<file path="src/rtl/ex_pkg.sv">
// Shared definitions for the EX stage: op encodings, multiplier length, FSM state type.
package ex_pkg;

    localparam logic [2:0] OP_ADD  = 3'b000;
    localparam logic [2:0] OP_SUB  = 3'b001;
    localparam logic [2:0] OP_AND  = 3'b010;
    localparam logic [2:0] OP_OR   = 3'b011;
    localparam logic [2:0] OP_MUL  = 3'b100;
    localparam logic [2:0] OP_ADDI = 3'b101;
    localparam logic [2:0] OP_MEM  = 3'b110;
    localparam logic [2:0] OP_RSVD = 3'b111;

    localparam int unsigned MUL_CYCLES = 32;

    typedef enum logic {StIdle, StBusy} ex_state_e;

    // Single-cycle ALU; MUL is resolved by the caller, so it yields 0 here like OP_RSVD.
    function automatic logic [31:0] alu(input logic [2:0] op, input logic [31:0] a,
                                        input logic [31:0] b, input logic [31:0] imm);
        logic [31:0] r;
        r = '0;
        case (op)
            OP_ADD:  r = a + b;
            OP_SUB:  r = a - b;
            OP_AND:  r = a & b;
            OP_OR:   r = a | b;
            OP_ADDI: r = a + imm;
            OP_MEM:  r = a + imm;
            default: r = '0;
        endcase
        return r;
    endfunction

endpackage

</file>
<file path="src/rtl/ex_stage_if.sv">
// ID/EX input payload and EX/MEM output payload of the execute stage.
interface ex_stage_if;

    logic        valid_i;
    logic [2:0]  Op_i;
    logic [31:0] rs1_data_i;
    logic [31:0] rs2_data_i;
    logic [31:0] imm_i;
    logic [4:0]  rsd_i;
    logic        flush_i;
    logic        stall_o;
    logic        valid_o;
    logic [31:0] result_o;
    logic [31:0] store_data_o;
    logic [4:0]  rsd_o;
    logic [2:0]  Op_o;

    modport master (
        output valid_i, Op_i, rs1_data_i, rs2_data_i, imm_i, rsd_i, flush_i,
        input  stall_o, valid_o, result_o, store_data_o, rsd_o, Op_o
    );

    modport slave (
        input  valid_i, Op_i, rs1_data_i, rs2_data_i, imm_i, rsd_i, flush_i,
        output stall_o, valid_o, result_o, store_data_o, rsd_o, Op_o
    );

endinterface

</file>
<file path="src/rtl/ex_mul_iter.sv">
// Iterative shift-add 32x32 multiplier (low 32 bits), one multiplier bit per cycle.
module ex_mul_iter
    import ex_pkg::*;
(
    input  logic        clk_i,
    input  logic        rst_i,
    input  logic        start_i,
    input  logic        kill_i,
    input  logic [31:0] a_i,
    input  logic [31:0] b_i,
    output logic        busy_o,
    output logic        done_o,
    output logic [31:0] product_o
);

    localparam logic [4:0] LastCount = 5'(MUL_CYCLES - 1);

    ex_state_e   state_q, state_d;
    logic [4:0]  count_q, count_d;
    logic [31:0] acc_q, acc_d;
    logic [31:0] a_q, a_d;
    logic [31:0] b_q, b_d;
    logic [31:0] partial;

    always_ff @(posedge clk_i or negedge rst_i) begin
        if (!rst_i) begin
            state_q <= StIdle;
            count_q <= '0;
            acc_q   <= '0;
            a_q     <= '0;
            b_q     <= '0;
        end else begin
            state_q <= state_d;
            count_q <= count_d;
            acc_q   <= acc_d;
            a_q     <= a_d;
            b_q     <= b_d;
        end
    end

    assign partial   = b_q[0] ? a_q : '0;
    // The last bit is folded in combinationally so the product is ready at the final edge.
    assign product_o = acc_q + partial;
    assign busy_o    = (state_q == StBusy);
    assign done_o    = busy_o && (count_q == LastCount);

    always_comb begin
        state_d = state_q;
        count_d = count_q;
        acc_d   = acc_q;
        a_d     = a_q;
        b_d     = b_q;
        if (kill_i) begin
            state_d = StIdle;
            count_d = '0;
        end else begin
            unique case (state_q)
                StIdle: begin
                    if (start_i) begin
                        state_d = StBusy;
                        count_d = '0;
                        acc_d   = '0;
                        a_d     = a_i;
                        b_d     = b_i;
                    end
                end
                StBusy: begin
                    acc_d = acc_q + partial;
                    a_d   = a_q << 1;
                    b_d   = b_q >> 1;
                    if (count_q == LastCount) begin
                        state_d = StIdle;
                        count_d = '0;
                    end else begin
                        count_d = count_q + 5'd1;
                    end
                end
                default: state_d = StIdle;
            endcase
        end
    end

endmodule

</file>
<file path="src/rtl/ex_stage.sv">
// Execute stage: single-cycle ALU plus MUL. Define EX_STAGE_ITER_MUL_EN to use the
// 32-cycle iterative multiplier (with stall); otherwise MUL is a 1-cycle combinational multiply.
module ex_stage
    import ex_pkg::*;
(
    input  logic     clk_i,
    input  logic     rst_i,
    ex_stage_if.slave bus
);

    logic        valid_q, valid_d;
    logic [31:0] result_q, result_d;
    logic [31:0] store_q, store_d;
    logic [4:0]  rsd_q, rsd_d;
    logic [2:0]  op_q, op_d;
    logic        is_mul;

    assign is_mul = (bus.Op_i == OP_MUL);

    always_ff @(posedge clk_i or negedge rst_i) begin
        if (!rst_i) begin
            valid_q  <= 1'b0;
            result_q <= '0;
            store_q  <= '0;
            rsd_q    <= '0;
            op_q     <= '0;
        end else begin
            valid_q  <= valid_d;
            result_q <= result_d;
            store_q  <= store_d;
            rsd_q    <= rsd_d;
            op_q     <= op_d;
        end
    end

`ifdef EX_STAGE_ITER_MUL_EN
    logic        mul_start, mul_busy, mul_done;
    logic [31:0] mul_product;
    logic [4:0]  mul_rsd_q, mul_rsd_d;

    always_ff @(posedge clk_i or negedge rst_i) begin
        if (!rst_i) begin
            mul_rsd_q <= '0;
        end else begin
            mul_rsd_q <= mul_rsd_d;
        end
    end

    assign mul_start = !bus.flush_i && !mul_busy && bus.valid_i && is_mul;

    ex_mul_iter u_mul (
        .clk_i     (clk_i),
        .rst_i     (rst_i),
        .start_i   (mul_start),
        .kill_i    (bus.flush_i),
        .a_i       (bus.rs1_data_i),
        .b_i       (bus.rs2_data_i),
        .busy_o    (mul_busy),
        .done_o    (mul_done),
        .product_o (mul_product)
    );

    always_comb begin
        valid_d   = 1'b0;
        result_d  = result_q;
        store_d   = store_q;
        rsd_d     = rsd_q;
        op_d      = op_q;
        mul_rsd_d = mul_start ? bus.rsd_i : mul_rsd_q;
        if (bus.flush_i) begin
            valid_d = 1'b0;
        end else if (mul_done) begin
            valid_d  = 1'b1;
            result_d = mul_product;
            rsd_d    = mul_rsd_q;
            op_d     = OP_MUL;
        end else if (!mul_busy && bus.valid_i && !is_mul) begin
            valid_d  = 1'b1;
            result_d = alu(bus.Op_i, bus.rs1_data_i, bus.rs2_data_i, bus.imm_i);
            store_d  = bus.rs2_data_i;
            rsd_d    = bus.rsd_i;
            op_d     = bus.Op_i;
        end
    end

    // Drops in the final busy cycle so upstream advances on the same edge the product lands.
    assign bus.stall_o = !bus.flush_i && (mul_start || (mul_busy && !mul_done));
`else
    always_comb begin
        valid_d  = 1'b0;
        result_d = result_q;
        store_d  = store_q;
        rsd_d    = rsd_q;
        op_d     = op_q;
        if (!bus.flush_i && bus.valid_i) begin
            valid_d  = 1'b1;
            result_d = is_mul ? bus.rs1_data_i * bus.rs2_data_i
                              : alu(bus.Op_i, bus.rs1_data_i, bus.rs2_data_i, bus.imm_i);
            store_d  = bus.rs2_data_i;
            rsd_d    = bus.rsd_i;
            op_d     = bus.Op_i;
        end
    end

    assign bus.stall_o = 1'b0;
`endif

    assign bus.valid_o      = valid_q;
    assign bus.result_o     = result_q;
    assign bus.store_data_o = store_q;
    assign bus.rsd_o        = rsd_q;
    assign bus.Op_o         = op_q;

endmodule

</file>
<file path="src/flat_wrapper.sv">
// flat-port wrapper written by rule: the top's interface ports become plain ports
module ex_stage_flat import ex_pkg::*;
  (clk_i, rst_i, bus_valid_i, bus_Op_i, bus_rs1_data_i, bus_rs2_data_i, bus_imm_i, bus_rsd_i, bus_flush_i, bus_stall_o, bus_valid_o, bus_result_o, bus_store_data_o, bus_rsd_o, bus_Op_o);
  ex_stage_if bus_i ();
  input  logic clk_i;
  input  logic rst_i;
  input wire logic [$bits(bus_i.valid_i)-1:0] bus_valid_i;
  input wire logic [$bits(bus_i.Op_i)-1:0] bus_Op_i;
  input wire logic [$bits(bus_i.rs1_data_i)-1:0] bus_rs1_data_i;
  input wire logic [$bits(bus_i.rs2_data_i)-1:0] bus_rs2_data_i;
  input wire logic [$bits(bus_i.imm_i)-1:0] bus_imm_i;
  input wire logic [$bits(bus_i.rsd_i)-1:0] bus_rsd_i;
  input wire logic [$bits(bus_i.flush_i)-1:0] bus_flush_i;
  output wire logic [$bits(bus_i.stall_o)-1:0] bus_stall_o;
  output wire logic [$bits(bus_i.valid_o)-1:0] bus_valid_o;
  output wire logic [$bits(bus_i.result_o)-1:0] bus_result_o;
  output wire logic [$bits(bus_i.store_data_o)-1:0] bus_store_data_o;
  output wire logic [$bits(bus_i.rsd_o)-1:0] bus_rsd_o;
  output wire logic [$bits(bus_i.Op_o)-1:0] bus_Op_o;
  assign bus_i.valid_i = bus_valid_i;
  assign bus_i.Op_i = bus_Op_i;
  assign bus_i.rs1_data_i = bus_rs1_data_i;
  assign bus_i.rs2_data_i = bus_rs2_data_i;
  assign bus_i.imm_i = bus_imm_i;
  assign bus_i.rsd_i = bus_rsd_i;
  assign bus_i.flush_i = bus_flush_i;
  assign bus_stall_o = bus_i.stall_o;
  assign bus_valid_o = bus_i.valid_o;
  assign bus_result_o = bus_i.result_o;
  assign bus_store_data_o = bus_i.store_data_o;
  assign bus_rsd_o = bus_i.rsd_o;
  assign bus_Op_o = bus_i.Op_o;
  ex_stage u_core (.clk_i(clk_i), .rst_i(rst_i), .bus(bus_i));
endmodule
</file>
<file path="config.mk">
export PLATFORM = sky130hd
export DESIGN_NAME = ex_stage_flat
export DESIGN_NICKNAME = d
export VERILOG_FILES = /design/src/rtl/ex_pkg.sv /design/src/rtl/ex_stage_if.sv /design/src/rtl/ex_mul_iter.sv /design/src/rtl/ex_stage.sv /design/src/flat_wrapper.sv
export SDC_FILE = /design/constraint.sdc
export NUM_CORES = 2
export LEC_CHECK = 0
export ABC_CLOCK_PERIOD_IN_PS = 1030
export CORE_UTILIZATION = 53
export DETAILED_ROUTE_END_ITERATION = 10
export PLACE_DENSITY = 0.85
export SYNTH_ARGS = -nofsm -noshare
export SYNTH_HDL_FRONTEND = slang
export SYNTH_SLANG_ARGS = --single-unit
</file>
<file path="constraint.sdc">
create_clock -name clk_i -period 1.03 [get_ports clk_i]
set_input_delay 0.309 -clock clk_i [delete_from_list [all_inputs] [get_ports clk_i]]
set_output_delay 0.309 -clock clk_i [all_outputs]
set_load 0.02 [all_outputs]
</file>
After elaboration in Yosys (flattened, before gate mapping)

Cells that the tools add are included.
Widths: inputs -> output; s select.

Bits in registers: 73
Bits in read-only memories: 0
Bits of input ports: 108
Word-level logic and storage cells: 24
Memory bits (writable): 0
Latch bits: 0
Output and inout port bits: 74
Memories kept: 0

Shift-type cells: 0
Bitwise gates (word level): 2
Div/mod/pow operators: 0
Equality and inequality tests: 6
Multiplexer cells: 3
$lt $le $gt $ge: 0
Reduce and logical (&&, ||, !) cells: 4
Multipliers: 1
Add/sub/neg operators: 3

Operators with widths:

| cell               | number |
|---|---|
| $pmux 32 s5        | 1 |
| $add 32x32->32     | 2 |
| $and 32x32->32     | 1 |
| $mul 32x32->32     | 1 |
| $mux 32            | 1 |
| $or 32x32->32      | 1 |
| $sub 32x32->32     | 1 |
| $eq 3x3->1 const B | 3 |
| $eq 3x2->1 const B | 2 |
| $eq 3x1->1 const B | 1 |
| $logic_not 3->1    | 1 |
| $reduce_or 2->1    | 1 |
| $logic_and 1x1->1  | 1 |
| $logic_not 1->1    | 1 |
| $mux 1             | 1 |

Longest topological paths before layout

Word-level depth: 4
Mapped depth: 28
Depth with buffers taken out: 26

Least setup slack after synthesis

No wires, ideal clock.

Path kind: input to register
From: input bus_rs2_data_i[4]
To: register u_core.result_q[27] (netlist: u_core.bus.result_o[27])
Data arrival time: 6.965 ns
Buffers on the path: 3
Cell stages on the path: 25
Required time: 0.898 ns
Path slack: -6.067 ns
Setup time: 0.132 ns
Cell sequence: clkbuf_1 > clkbuf_1 > clkbuf_1 > and2_1 > fa_1 > inv_1 > fa_1 > fa_1 > fa_1 > inv_1 > fa_1 > fa_1 > fa_1 > fa_1 > ha_1 > a21oi_1 > nand2_1 > a21oi_1 > nand3_1 > or2_2 > a21o_1 > a21oi_1 > xnor2_1 > a221oi_1 > a21oi_1

Cells in the longest elaborated chain, start to end: 3
Elaborated cells between the ends (all ways): 5
Those cells by class: add/sub (2); mul (1); mux (2)

RTL lines:

| item                                                                   | RTL line           | source |
|---|---|---|
| from (decl)                                                            | flat_wrapper.sv:10 | `input wire logic [$bits(bus_i.rs2_data_i)-1:0] bus_rs2_data_i;` |
| parallel branches: the longest is 2 deep, another holds $mul 32x32->32 | --                 |  |
| $mux 32 *                                                              | ex_stage.sv:97     | `result_d = is_mul ? bus.rs1_data_i * bus.rs2_data_i` |
| to (signal assigned)                                                   | ex_stage.sv:29     | `result_q <= result_d;` |
| to (decl)                                                              | ex_stage.sv:12     | `logic [31:0] result_q, result_d;` |

Every way passes the cells marked *.
A chain may end at the register's enable or synchronous reset.

Worst setup path after layout

From: input bus_rs1_data_i[8]
To: register u_core.result_q[31] (netlist: u_core.bus.result_o[31])

Cells in the longest elaborated chain, start to end: 3
Elaborated cells between the ends (all ways): 6
Those cells by class: add/sub (3); mul (1); mux (2)

RTL lines:

| item                                                                   | RTL line          | source |
|---|---|---|
| from (decl)                                                            | flat_wrapper.sv:9 | `input wire logic [$bits(bus_i.rs1_data_i)-1:0] bus_rs1_data_i;` |
| parallel branches: the longest is 2 deep, another holds $mul 32x32->32 | --                |  |
| $mux 32 *                                                              | ex_stage.sv:97    |  |

Marks and branches as above.

==> flow_summary.ini <==
[clocking]
clockBufferDepth = 2
cts.sinks = 73
clk_latency_ns = 0.36
htreeDepth = 3
cts-buffers-inserted = 9
cts_tree = built
clock-root-buffer = clkbuf_16
clk_pin_slew_worst_paths_ns = 0.06

[setup_path]
critical_path.startpoint = bus_rs1_data_i[8]
arrival_ns = 7.44
path_class = in2reg
r2r_cells = 5
worstPathMaxFanout = 6
endpoint_kind = flop
reg2reg_from = u_core.bus.result_o[30]$_DFFE_PN0P_
critPathLaunchType = input pin
critPathRequiredTime_ns = 1.28

[layout]
final_nets = 3873
fillers = 2415
final_cells = 3747
multi_input_area_mm2 = 0.01975
drive_above_1_share_pct = 32.97
seqCellArea_mm2 = 0.001827
area_delta_synth_final_pct = 45.40

[synthesis]
synth_commonest_cells = fa_1, nand2_1, inv_1
yosys-top-cells-area = fa_1, and2_1, ha_1, dfrtp_1, nand2_1
synth.most_common_cell = fa_1
synth_top_family_by_area = adder cells
async_flop_share_pct = 100.0
yosysTopAreaCellShare_pct = 37.29
synth_compound_area_share_pct = 9.345
synth-seq-cells = 73
synth_area_mm2 = 0.02196
synthMuxAreaShare_pct = 0.2735
postSynthCellCount = 2554
synthAdderAreaFrac_pct = 47.49
synth_xor_area_share_pct = 4.148
yosys_warnings = 0
syn_nets = 3226
yosysUniqueCellTypes = 68
synth.largest_area_cell = fa_1
synth_edf_count = 0
synthFlopType = dfrtp_1
yosysSeqAreaShare_pct = 8.320
synth-simple-area-share_pct = 20.76
avgSynthCellArea_um2 = 8.597

[global_route]
grt_pass1_wl_mm = 148.7
grt_start_max_net_pins = 28
globalRoute.totalOverflow = 0
grt_usage_pct = 48.64
antenna_found_initial = 9
grt_pass1_vias = 24560

[placed_design]
gp_congestion = 1.008
placed_cells = 3561
numPortBuffers = 180
hpwl_mm = 70.16

[job]
cap_violations = 0

[routing]
drt_wl_total_mm = 110.3
vias_per_cell = 6.390
drt_iter0_markers = 3306
first_pass_iters = 7
drt-wirelength-per-cell_um = 29.43
antenna_left = 0
remaining_drc_errors = 0
vias = 23940

[status]
violations = negative setup slack
status = finished with violations

[die]
placeableCoreArea_mm2 = 0.04083
dieArea_mm2 = 0.04225
design.portCount = 182
die_x_um = 205.5
start_util_pct = 53.78
rows = 74
die_y_um = 205.5

[timing]
slew_violations = 0
finalWorstSetupSlack_ns = -6.164
final.min_clock_period_ns = 7.194
fin_crit_sh_pct = 698.4
rsz0062_at_grt = yes
worst_pin_slew_ns = 0.6551
setup_viol = 106
finClkSkew_ns = 0
slew-limit-headroom_pct = 56.33
fmax_ghz = 0.1390
finalHoldViolations = 0

[min_path]
hold_path_class = in2async
metal layers:
| metal | global-route usage (%) | part of all wire, % | vias to the layer above |
|---|---|---|---|
| met5 | 1.310 | 0.26 | - |
| met4 | 29.95 | 9.5 | 10 |
| met3 | 16.20 | 16 | 841 |
| met2 | 73.28 | 41 | 2356 |
| met1 | 60.11 | 33 | 11440 |
| li1 | - | - | 9293 |
worst max-delay path, stage by stage:
cell and delay (ns):
buf_4 0.16, buf_12 0.16, nand2_1 0.18, fa_2 0.47
inv_2 0.09, fa_2 0.44, fa_1 0.51, inv_1 0.07
fa_1 0.54, inv_2 0.05, fa_1 0.54, inv_1 0.08
fa_1 0.54, inv_2 0.07, fa_2 0.58, fa_2 0.49
ha_4 0.30, nand4_1 0.18, buf_4 0.20, nand4b_1 0.22
nand3_2 0.15, buf_6 0.12, o2111ai_4 0.18, a31oi_4 0.21
o22ai_2 0.12, xnor2_2 0.15, a221oi_2 0.22, a21oi_1 0.09
cell families after synthesis:
group	count (synthesis)
AOI/OAI and AO/OA	308
xor gates and xnor gates	104
adders and majority gates	594
buffers and inverters	557
DFF	73
muxes	6
other	1
and+or+nand+nor	911
sequential cells by signal, summed over array words and instances, names as in the netlist:
register / flops
u_core.bus.valid_o: 1
u_core.bus.Op_o: 3
u_core.bus.rsd_o: 5
u_core.bus.result_o: 32
u_core.bus.store_data_o: 32
per-stage QoR:
step	TNS (ns)	util (%)	hold slack, ns	worst slack, ns	instance area, µm²
2_1_floorplan	-137.10	-	0.01341	-5.489	22880
3_3_place_gp	-210.92	69.17	0.1818	-6.368	28240
3_5_place_dp	-213.94	69.17	0.1832	-6.524	28240
4_1_cts	-156.02	76.27	0.3469	-5.675	31140
5_1_grt	-168.21	78.16	0.3608	-6.239	31910
6_report	-166.38	78.19	0.3472	-6.164	31930
path summary, 6_finish.rpt:
path                                                           to  slack [ns]
setup / recovery              u_core.bus.result_o[31]$_DFFE_PN0P_       -6.16
min in group clk_i                 u_core.bus.Op_o[2]$_DFFE_PN0P_        0.36
max in group asynchronous      u_core.bus.result_o[2]$_DFFE_PN0P_        0.25
setup reg to reg              u_core.bus.result_o[30]$_DFFE_PN0P_       -0.38
hold reg to reg            u_core.bus.store_data_o[4]$_DFFE_PN0P_        0.50
hold / removal             u_core.bus.store_data_o[9]$_DFFE_PN0P_        0.35
what timing repair did:
item / in CTS / in global routing
hold buffers: 1 / 0
cloned: 17 / 0
buffers inserted: 112 / 49
pin swaps: 169 / 151
gates resized for setup: 873 / 184
endpoints found under the setup margin: 146 / 109
endpoints found under the hold margin: 10 / 0
cell usage in the layout (no fill, tap or decap), types with 10 or more instances in the layout:
cell type,n
buf_12,60
ha_1,112
nand2_2,11
inv_2,36
a21oi_2,14
maj3_1,30
and2_4,40
a21o_1,26
or3_1,12
buf_6,133
nand2b_1,10
buf_4,484
bufbuf_16,12
fa_2,45
inv_1,357
o21ai_1,23
and2_1,277
a21oi_1,42
a222oi_1,16
nand3_1,10
o21ai_0,48
nor3_1,37
xor2_1,19
xnor2_1,65
nand2_1,381
dfrtp_1,73
nor2_1,62
buf_8,16
a221o_1,16
ha_4,40
clkdlybuf4s50_1,54
fa_1,364
o21ai_2,10
final cells by class:
class | instances | area share (%)
clock inverters | 7 | 0.1411
inverters | 397 | 4.746
multi-input cells | 1924 | 61.86
diodes | 9 | 0.07054
repair buffers | 796 | 24.67
flip-flops and latches | 73 | 5.722
clock buffers | 9 | 0.7054
well taps | 532 | 2.085
Power is left out: the tool's default activity adds up to more than one toggle a clock period on the data nets, which glitch-free logic cannot reach.
